===== config.mk =====
export PLATFORM = sky130hd
export DESIGN_NAME = cpu_sequencer
export DESIGN_NICKNAME = d
export VERILOG_FILES = /design/src/rtl/cpu_sequencer_pkg.sv /design/src/rtl/cpu_sequencer_watchdog.sv /design/src/rtl/cpu_sequencer.sv
export SDC_FILE = /design/constraint.sdc
export NUM_CORES = 1
export LEC_CHECK = 0
export ABC_CLOCK_PERIOD_IN_PS = 5300
export CAP_MARGIN = 20
export CORE_ASPECT_RATIO = 1.5
export CORE_UTILIZATION = 30
export DETAILED_ROUTE_END_ITERATION = 10
export GPL_TIMING_DRIVEN = 0
export SYNTH_ARGS = -nofsm -noshare
export SYNTH_HDL_FRONTEND = slang
export SYNTH_SLANG_ARGS = --single-unit

===== constraint.sdc =====
create_clock -name clock -period 5.3 [get_ports clock]
set_input_delay 0.795 -clock clock [delete_from_list [all_inputs] [get_ports clock]]
set_output_delay 0.795 -clock clock [all_outputs]
set_load 0.005 [all_outputs]

===== src/rtl/cpu_sequencer_pkg.sv =====
// Shared definitions for the multi-cycle core sequencer: state encoding and opcode classes.
// Latency: n/a (types and constants only).
// Backpressure: n/a.
package cpu_sequencer_pkg;

    typedef enum logic [2:0] {
        IDLE   = 3'd0,
        FETCH  = 3'd1,
        DECODE = 3'd2,
        EXEC   = 3'd3,
        MEM    = 3'd4,
        WB     = 3'd5,
        HALT   = 3'd6
    } seq_state_t;

    // Opcode classes; every other encoding is an ALU operation.
    localparam logic [2:0] OP_BR   = 3'b100;
    localparam logic [2:0] OP_ST   = 3'b101;
    localparam logic [2:0] OP_LD   = 3'b110;
    localparam logic [2:0] OP_HALT = 3'b111;

    // Loads and stores are the only instructions that visit MEM.
    function automatic logic is_mem_op(input logic [2:0] op);
        return (op == OP_LD) || (op == OP_ST);
    endfunction

endpackage


===== src/rtl/cpu_sequencer_watchdog.sv =====
// Watchdog counter bounding how long the sequencer waits in MEM for a data memory ack.
// Latency: expired is combinational from the count; count advances one per enabled cycle.
// Backpressure: none; the sequencer holds clear while outside MEM and enables while unacked.
module seq_watchdog #(
    parameter int unsigned MEM_TIMEOUT = 15
) (
    input  logic clock,
    input  logic reset,
    input  logic clear,
    input  logic enable,
    output logic expired
);

    // Final wait cycle index: MEM_TIMEOUT cycles in MEM means the count reaches MEM_TIMEOUT-1.
    localparam logic [7:0] LIMIT = 8'(MEM_TIMEOUT - 1);

    logic [7:0] count;

    // Count unacknowledged MEM cycles; held at zero outside MEM, never wraps.
    always_ff @(posedge clock) begin
        if (reset || clear) begin
            count <= 8'd0;
        end else if (enable && (count != 8'hFF)) begin
            count <= count + 8'd1;
        end
    end

    assign expired = (count == LIMIT);

endmodule


===== src/rtl/cpu_sequencer.sv =====
// Multi-cycle control FSM stepping each instruction through FETCH/DECODE/EXEC/MEM/WB for the 8-bit core.
// Latency: ALU 4 cycles, BR 3, ST 4+wait, LD 5+wait; retired count updates the cycle after pc_en/pc_load.
// Backpressure: MEM holds mem_req until mem_ack; watchdog forces an error halt after MEM_TIMEOUT cycles.
module cpu_sequencer
    import cpu_sequencer_pkg::*;
#(
    parameter int unsigned PC_BITS     = 9,
    parameter int unsigned CNT_BITS    = 16,
    parameter int unsigned MEM_TIMEOUT = 15
) (
    input  logic                clock,
    input  logic                reset,
    input  logic                start,
    input  logic [2:0]          instr_op,
    input  logic                branch_taken,
    input  logic                mem_ack,
    output logic                ir_load,
    output logic                pc_en,
    output logic                pc_load,
    output logic                reg_write,
    output logic                mem_req,
    output logic                mem_we,
    output logic                busy,
    output logic                halted,
    output logic                error,
    output logic [CNT_BITS-1:0] retired
);

    // PC width only qualifies retire bookkeeping; a degenerate PC disables it.
    localparam logic PC_OK = (PC_BITS > 0);

    seq_state_t state, state_nxt;
    logic [2:0] op_q;
    logic       wd_en;
    logic       wd_expired;
    logic       err_set;
    logic       retire;

    seq_watchdog #(
        .MEM_TIMEOUT (MEM_TIMEOUT)
    ) u_watchdog (
        .clock   (clock),
        .reset   (reset),
        .clear   (state != MEM),
        .enable  (wd_en),
        .expired (wd_expired)
    );

    // State register and opcode latch; op_q only changes on the FETCH edge.
    always_ff @(posedge clock) begin
        if (reset) begin
            state <= IDLE;
            op_q  <= 3'd0;
        end else begin
            state <= state_nxt;
            if (ir_load) begin
                op_q <= instr_op;
            end
        end
    end

    // Next-state and per-state outputs; only pc_en/pc_load depend on inputs.
    always_comb begin
        state_nxt = state;
        ir_load   = 1'b0;
        pc_en     = 1'b0;
        pc_load   = 1'b0;
        reg_write = 1'b0;
        mem_req   = 1'b0;
        mem_we    = 1'b0;
        busy      = 1'b0;
        halted    = 1'b0;
        wd_en     = 1'b0;
        err_set   = 1'b0;
        case (state)
            IDLE: begin
                if (start) begin
                    state_nxt = FETCH;
                end
            end
            FETCH: begin
                busy      = 1'b1;
                ir_load   = 1'b1;
                state_nxt = DECODE;
            end
            DECODE: begin
                busy      = 1'b1;
                state_nxt = (op_q == OP_HALT) ? HALT : EXEC;
            end
            EXEC: begin
                busy = 1'b1;
                if (op_q == OP_BR) begin
                    pc_load   = branch_taken;
                    pc_en     = !branch_taken;
                    state_nxt = FETCH;
                end else if (is_mem_op(op_q)) begin
                    state_nxt = MEM;
                end else begin
                    state_nxt = WB;
                end
            end
            MEM: begin
                busy    = 1'b1;
                mem_req = 1'b1;
                mem_we  = (op_q == OP_ST);
                if (mem_ack) begin
                    if (op_q == OP_ST) begin
                        pc_en     = 1'b1;
                        state_nxt = FETCH;
                    end else begin
                        state_nxt = WB;
                    end
                end else begin
                    wd_en = 1'b1;
                    if (wd_expired) begin
                        err_set   = 1'b1;
                        state_nxt = HALT;
                    end
                end
            end
            WB: begin
                busy      = 1'b1;
                reg_write = 1'b1;
                pc_en     = 1'b1;
                state_nxt = FETCH;
            end
            HALT: begin
                halted = 1'b1;
                if (start) begin
                    state_nxt = FETCH;
                end
            end
            default: begin
                state_nxt = IDLE;
            end
        endcase
    end

    assign retire = (pc_en || pc_load) && PC_OK;

    // Sticky watchdog error and saturating retired-instruction counter.
    always_ff @(posedge clock) begin
        if (reset) begin
            error   <= 1'b0;
            retired <= '0;
        end else begin
            if (err_set) begin
                error <= 1'b1;
            end
            if (retire && (retired != {CNT_BITS{1'b1}})) begin
                retired <= retired + 1'b1;
            end
        end
    end

endmodule

Word-level counts from Yosys, hierarchy flattened
Cells that the tools add are included.
{"block": "word_totals", "regBits": 31, "output_inout_bits": 25, "wordCells": 58}
{"block": "op_classes", "addsub": 2, "n_eq_ne": 16, "n_mux": 25, "reduce_logical": 10}
{"op": "== test 3 bit (second input constant)", "n": 7}
{"op": "two-way mux 3 bit", "n": 6}
{"op": "case mux 3 bit (6 select lines)", "n": 1}
{"op": "two-way mux 1 bit", "n": 17}
{"op": "adder 16 x 1 -> 16 bit (second input constant)", "n": 1}
{"op": "!= test 16 bit (second input constant)", "n": 1}
{"op": "adder 8 x 1 -> 8 bit (second input constant)", "n": 1}
{"op": "== test 8 x 4 -> 1 bit (second input constant)", "n": 1}
{"op": "!= test 8 bit (second input constant)", "n": 1}
{"op": "== test 3 x 2 -> 1 bit (second input constant)", "n": 2}
{"op": "OR reduction 5 bit", "n": 1}
{"op": "== test 3 x 1 -> 1 bit (second input constant)", "n": 1}
{"op": "logical NOT 3 bit", "n": 1}
{"op": "logical OR 1 bit", "n": 3}
{"op": "!= test 3 x 2 -> 1 bit (second input constant)", "n": 1}
{"op": "!= test 3 bit (second input constant)", "n": 1}
{"op": "case mux 1 bit (3 select lines)", "n": 1}
{"op": "logical AND 1 bit", "n": 2}
{"op": "!= test 2 x 1 -> 1 bit (second input constant)", "n": 1}
{"op": "AND reduction 2 bit", "n": 1}
{"op": "OR reduction 2 bit", "n": 1}
{"op": "logical NOT 1 bit", "n": 1}

Longest topological paths before layout
{"block": "depth", "depth_word": 6, "depth_mapped": 7}

Cells and area by module
From an unflattened synthesis, not the netlist that was laid out.
{"block": "unflattened", "hier_cells": 223, "area_unflattened_um2": 1839.3}
{"mod": "cpu_sequencer", "instances": 1, "cells_per_inst": 165, "area_per_inst_um2": 1382.6}
{"mod": "seq_watchdog", "instances": 1, "cells_per_inst": 58, "area_per_inst_um2": 456.7}

Worst setup path before layout
OpenSTA, ideal clock, no wires.
{"block": "synth_path", "path_kind": "input to register", "from": "input port mem_ack", "to": "register u_watchdog.count[5]", "setup_time_ns": 0.124, "t_arrival_ns": 2.053, "setup_slack_ns": 3.122, "cell_stages": 5, "path_cell_list": "nor4b_1 > o21ai_0 > nor3_1 > xnor2_1 > nor2_1"}
{"block": "synth_between", "elab_chain_len": 3}
{"element": "from (decl)", "line_no": "cpu_sequencer.sv:16", "rtl": "input logic mem_ack,"}
{"element": "two-way mux 1 bit", "line_no": "cpu_sequencer.sv:106", "rtl": "if (mem_ack) begin"}
{"element": "two-way mux 1 bit", "line_no": "cpu_sequencer.sv:75", "rtl": "case (state)"}
{"element": "logical AND 1 bit", "line_no": "cpu_sequencer_watchdog.sv:23", "rtl": "end else if (enable && (count != 8'hFF)) begin"}
{"element": "to (signal assigned)", "line_no": "cpu_sequencer_watchdog.sv:24", "rtl": "count <= count + 8'd1;"}
{"element": "to (decl)", "line_no": "cpu_sequencer_watchdog.sv:17", "rtl": "logic [7:0] count;"}
No other way between the ends.
A chain may end at the register's enable or synchronous reset.

Worst setup path in the final report
{"block": "layout_path", "from": "input port mem_ack", "to": "output port pc_en"}
{"block": "layout_between", "elab_chain_len": 2}
{"element": "two-way mux 1 bit", "line_no": "cpu_sequencer.sv:106"}
{"element": "case mux 1 bit (3 select lines)", "line_no": "cpu_sequencer.sv:75"}
{"element": "to (decl)", "line_no": "cpu_sequencer.sv:18", "rtl": "output logic pc_en,"}
No other way between the ends.

==> run summary <==
Most used cell, CP: clkdlybuf4s50_1
Crit-path cells: clkdlybuf4s50_1 > nand4b_1 > a21o_1 > o21ai_0 > clkdlybuf4s50_1
N_diodes: 0
Initial DRT Pass Iterations: 4
Area of the multi-input gates: 0.00102 mm2
Max-cap viol count: 0
Antenna violations before repair: 0
Worst path max stage delay: 0.52 ns
Vias in the first global route: 1469
Endpoints failing setup: 0
Largest family of logic cells by synthesized area: simple AND/OR/NAND/NOR gates
Critical path startpoint category: input port
Slew @ Worst Pin: 0.570 ns
Mux cell area share after synthesis: 1.83%
Worst setup EP type: output pin
Post-synth top area cell: dfxtp_1
Initial DRC Count: 63
Syn Area/Cell: 8.13 um2
Worst Hold Path EP: error
Global placement routability congestion: 0.845
FF+latch area: 621 um2
#FFs+latches synth: 31
Complex-gate fraction of the synthesized area: 19.3%
FF-to-FF End: retired[13]
Crit path required time: 4.51 ns
Syn-to-layout area delta: 28.7%
Dpl cells: 311
CTS-repair resized insts: 0
Synth warnings: 0
Int Pwr: 0.000372 W
Post-Route Utilization: 40.0%
Hold_buf cts: 0
Top Layer Used: met4
Slew Limit Headroom: 61.0%
Tot GR Track Use: 14.0%
Drt wl/cell: 12.9 um
Final WL: 4.13 mm
Adder-Cell Fraction of Synth Area: 2.20%
Finished Layout Cells: 319
Placeable Area: 0.00549 mm2
Final hold violations: 0
RSZ-0062 raised after global routing: false
DRC errors left: 0
R2r setup slk: 3.14 ns
CTS tree: built
# fillers: 573
Distinct cells, synth: 45
Pwr dens: 227 mW/mm2
Main synth FF type: dfxtp_1
CTS root buf: clkbuf_8
Final clock skew: 0.00894 ns
WHS Path Cells: 2
WP data arrival: 2.38 ns
Top post-synthesis cells by area: dfxtp_1 (36%), nor2_1 (6.8%), a21oi_1 (4.7%), xnor2_1 (4.6%), nand4_1 (3.3%)
Maximum VDD drop: 0.0931 mV
Hold Crit Class: reg -> reg
Die Y: 94.4 um
Simple-gate area share of the yosys netlist: 29.1%
Net Sw Frac: 25.6%
Post-synth ARST share: 0%
Max Freq: 0.315 GHz
Fin crit period: 3.18 ns
Port buffer count: 31
CTS buffer count: 5
Metal2 WL: 2.20 mm
Cell area after synthesis: 0.00171 mm2
Number of flops mapped to enable cells by yosys: 0
Die Area: 0.00600 mm2
Critical path class: in -> out
Reg2reg path depth: 7
P_sw: 0.000128 W
Post-CTS setup buffers: 0
P_leak: 0.712 nW
Routed met3 length: 136 um
Die W: 63.6 um
Comb pwr share: 13.0%
Worst-path clk slew: 0.06 ns
Fin nets: 260
Hold Startpoint: error
Sequential power share: 49.5%
Slowest CP cell: clkdlybuf4s50_1
Post-DP HPWL: 3.09 mm
RR Startpoint: state[0]
Post-synthesis cell count: 210
Share of Yosys cell area claimed by the top area cell type: 36.4%
First-pass GRT wire length: 6.58 mm
Worst Path Max Fanout: 9
Pre-CTS WS: 2.13 ns
Met1 wire length: 1.74 mm
Share of cells above drive strength 1: 8.03%
Post-synth net total: 221
Starting Density: 31.1%
Via density: 5.16
Total negative slack: 0 ns
# rows: 33
H-tree depth: 2
Final ANT Viol Nets: 0
Clk_lat worst skew: 0.28 ns
Clk sinks: 31
Max clock buf depth: 2
Status: completed
Via Count: 1647
Pin count of the biggest net entering global routing: 11
Slack of the critical path: 2.12 ns
I/O pin count: 33
Final cycle utilization of the critical path: 59.9%
Final slew viol count: 0
Clock power frac: 37.5%
Sequential share of the synthesized area: 36.4%
Synth Area in XOR/XNOR: 7.18%
Leading cell types by count after synthesis: dfxtp_1 (31), nor2_1 (31), a21oi_1 (16)
Grt ovf: 0
area by class of cell:
| cell class | count | area share, % |
|---|---|---|
| Tap cell | 70 | 3.99 |
| Multi-Input combinational cell | 165 | 46.3 |
| Inverter | 5 | 0.854 |
| Sequential cell | 31 | 28.2 |
| Buffer | 9 | 2.28 |
| Clock inverter | 1 | 0.228 |
| Clock buffer | 6 | 3.76 |
| Timing Repair Buffer | 32 | 14.4 |
layout by cell type, fill, tap and decap left out, types with 5 or more instances in the layout:
cell type	instances
clkbuf_1	6
xor2_1	5
clkdlybuf4s50_1	31
nand3_1	10
nand2_1	13
nand2b_1	7
nor2_1	31
nand4_1	9
xnor2_1	9
clkbuf_8	6
o21ai_0	7
nor4_1	6
dfxtp_1	31
a21oi_1	16
critical path, delay by kind of cell:
| family | cells | cell delay [ns] |
|---|---|---|
| buffers and inverters | 2 | 1.03 |
| AOI/OAI and AO/OA | 2 | 0.42 |
| and+or+nand+nor | 1 | 0.13 |
kinds of logic after synthesis:
| group | count (synthesis) |
|---|---|
| adders and majority gates | 3 |
| DFF | 31 |
| muxes | 3 |
| and+or+nand+nor | 97 |
| AOI/OAI and AO/OA | 48 |
| xor gates and xnor gates | 14 |
| buffers and inverters | 14 |
how the worst max path moves through the flow:
stage | cells after the start | from | slack [ns] | end
after floorplan | 5 | mem_ack | 3.12 | u_watchdog.count[5]
after global placement | 5 | mem_ack | 2.11 | pc_en
after detailed placement | 5 | mem_ack | 2.13 | pc_en
after CTS | 5 | mem_ack | 2.13 | pc_en
after global routing | 5 | mem_ack | 2.06 | pc_en
final | 5 | mem_ack | 2.12 | pc_en
power groups by stage:
stage	logic [W]	registers, W	clock network [W]
after floorplan	0.0000424	0.000250	0
after global placement	0.0000649	0.000252	0
after detailed placement	0.0000652	0.000252	0
after CTS	0.0000654	0.000247	0.000194
after global routing	0.0000734	0.000248	0.000203
final	0.0000650	0.000247	0.000187
state kept, by name, indices dropped and copies added, names as in the netlist:
register,count
state,3
error,1
op_q,3
retired,16
u_watchdog.count,8
routing by layer:
layer / global-route usage, % / up-vias
li1: - / 839
met1: 15.1 / 771
met2: 26.3 / 32
met3: 3.26 / 5
met4: 4.55 / 0
met5: 0 / -
stage by stage:
stage,hold WS [ns],power [W],cell area [um2]
5_1_grt,0.499,0.000524,2200
2_1_floorplan,0.460,0.000292,1710
4_1_cts,0.472,0.000506,2190
3_5_place_dp,0.456,0.000317,2100
3_3_place_gp,0.448,0.000317,2100
6_report,0.465,0.000499,2200
(Power assumes the default switching activity.)
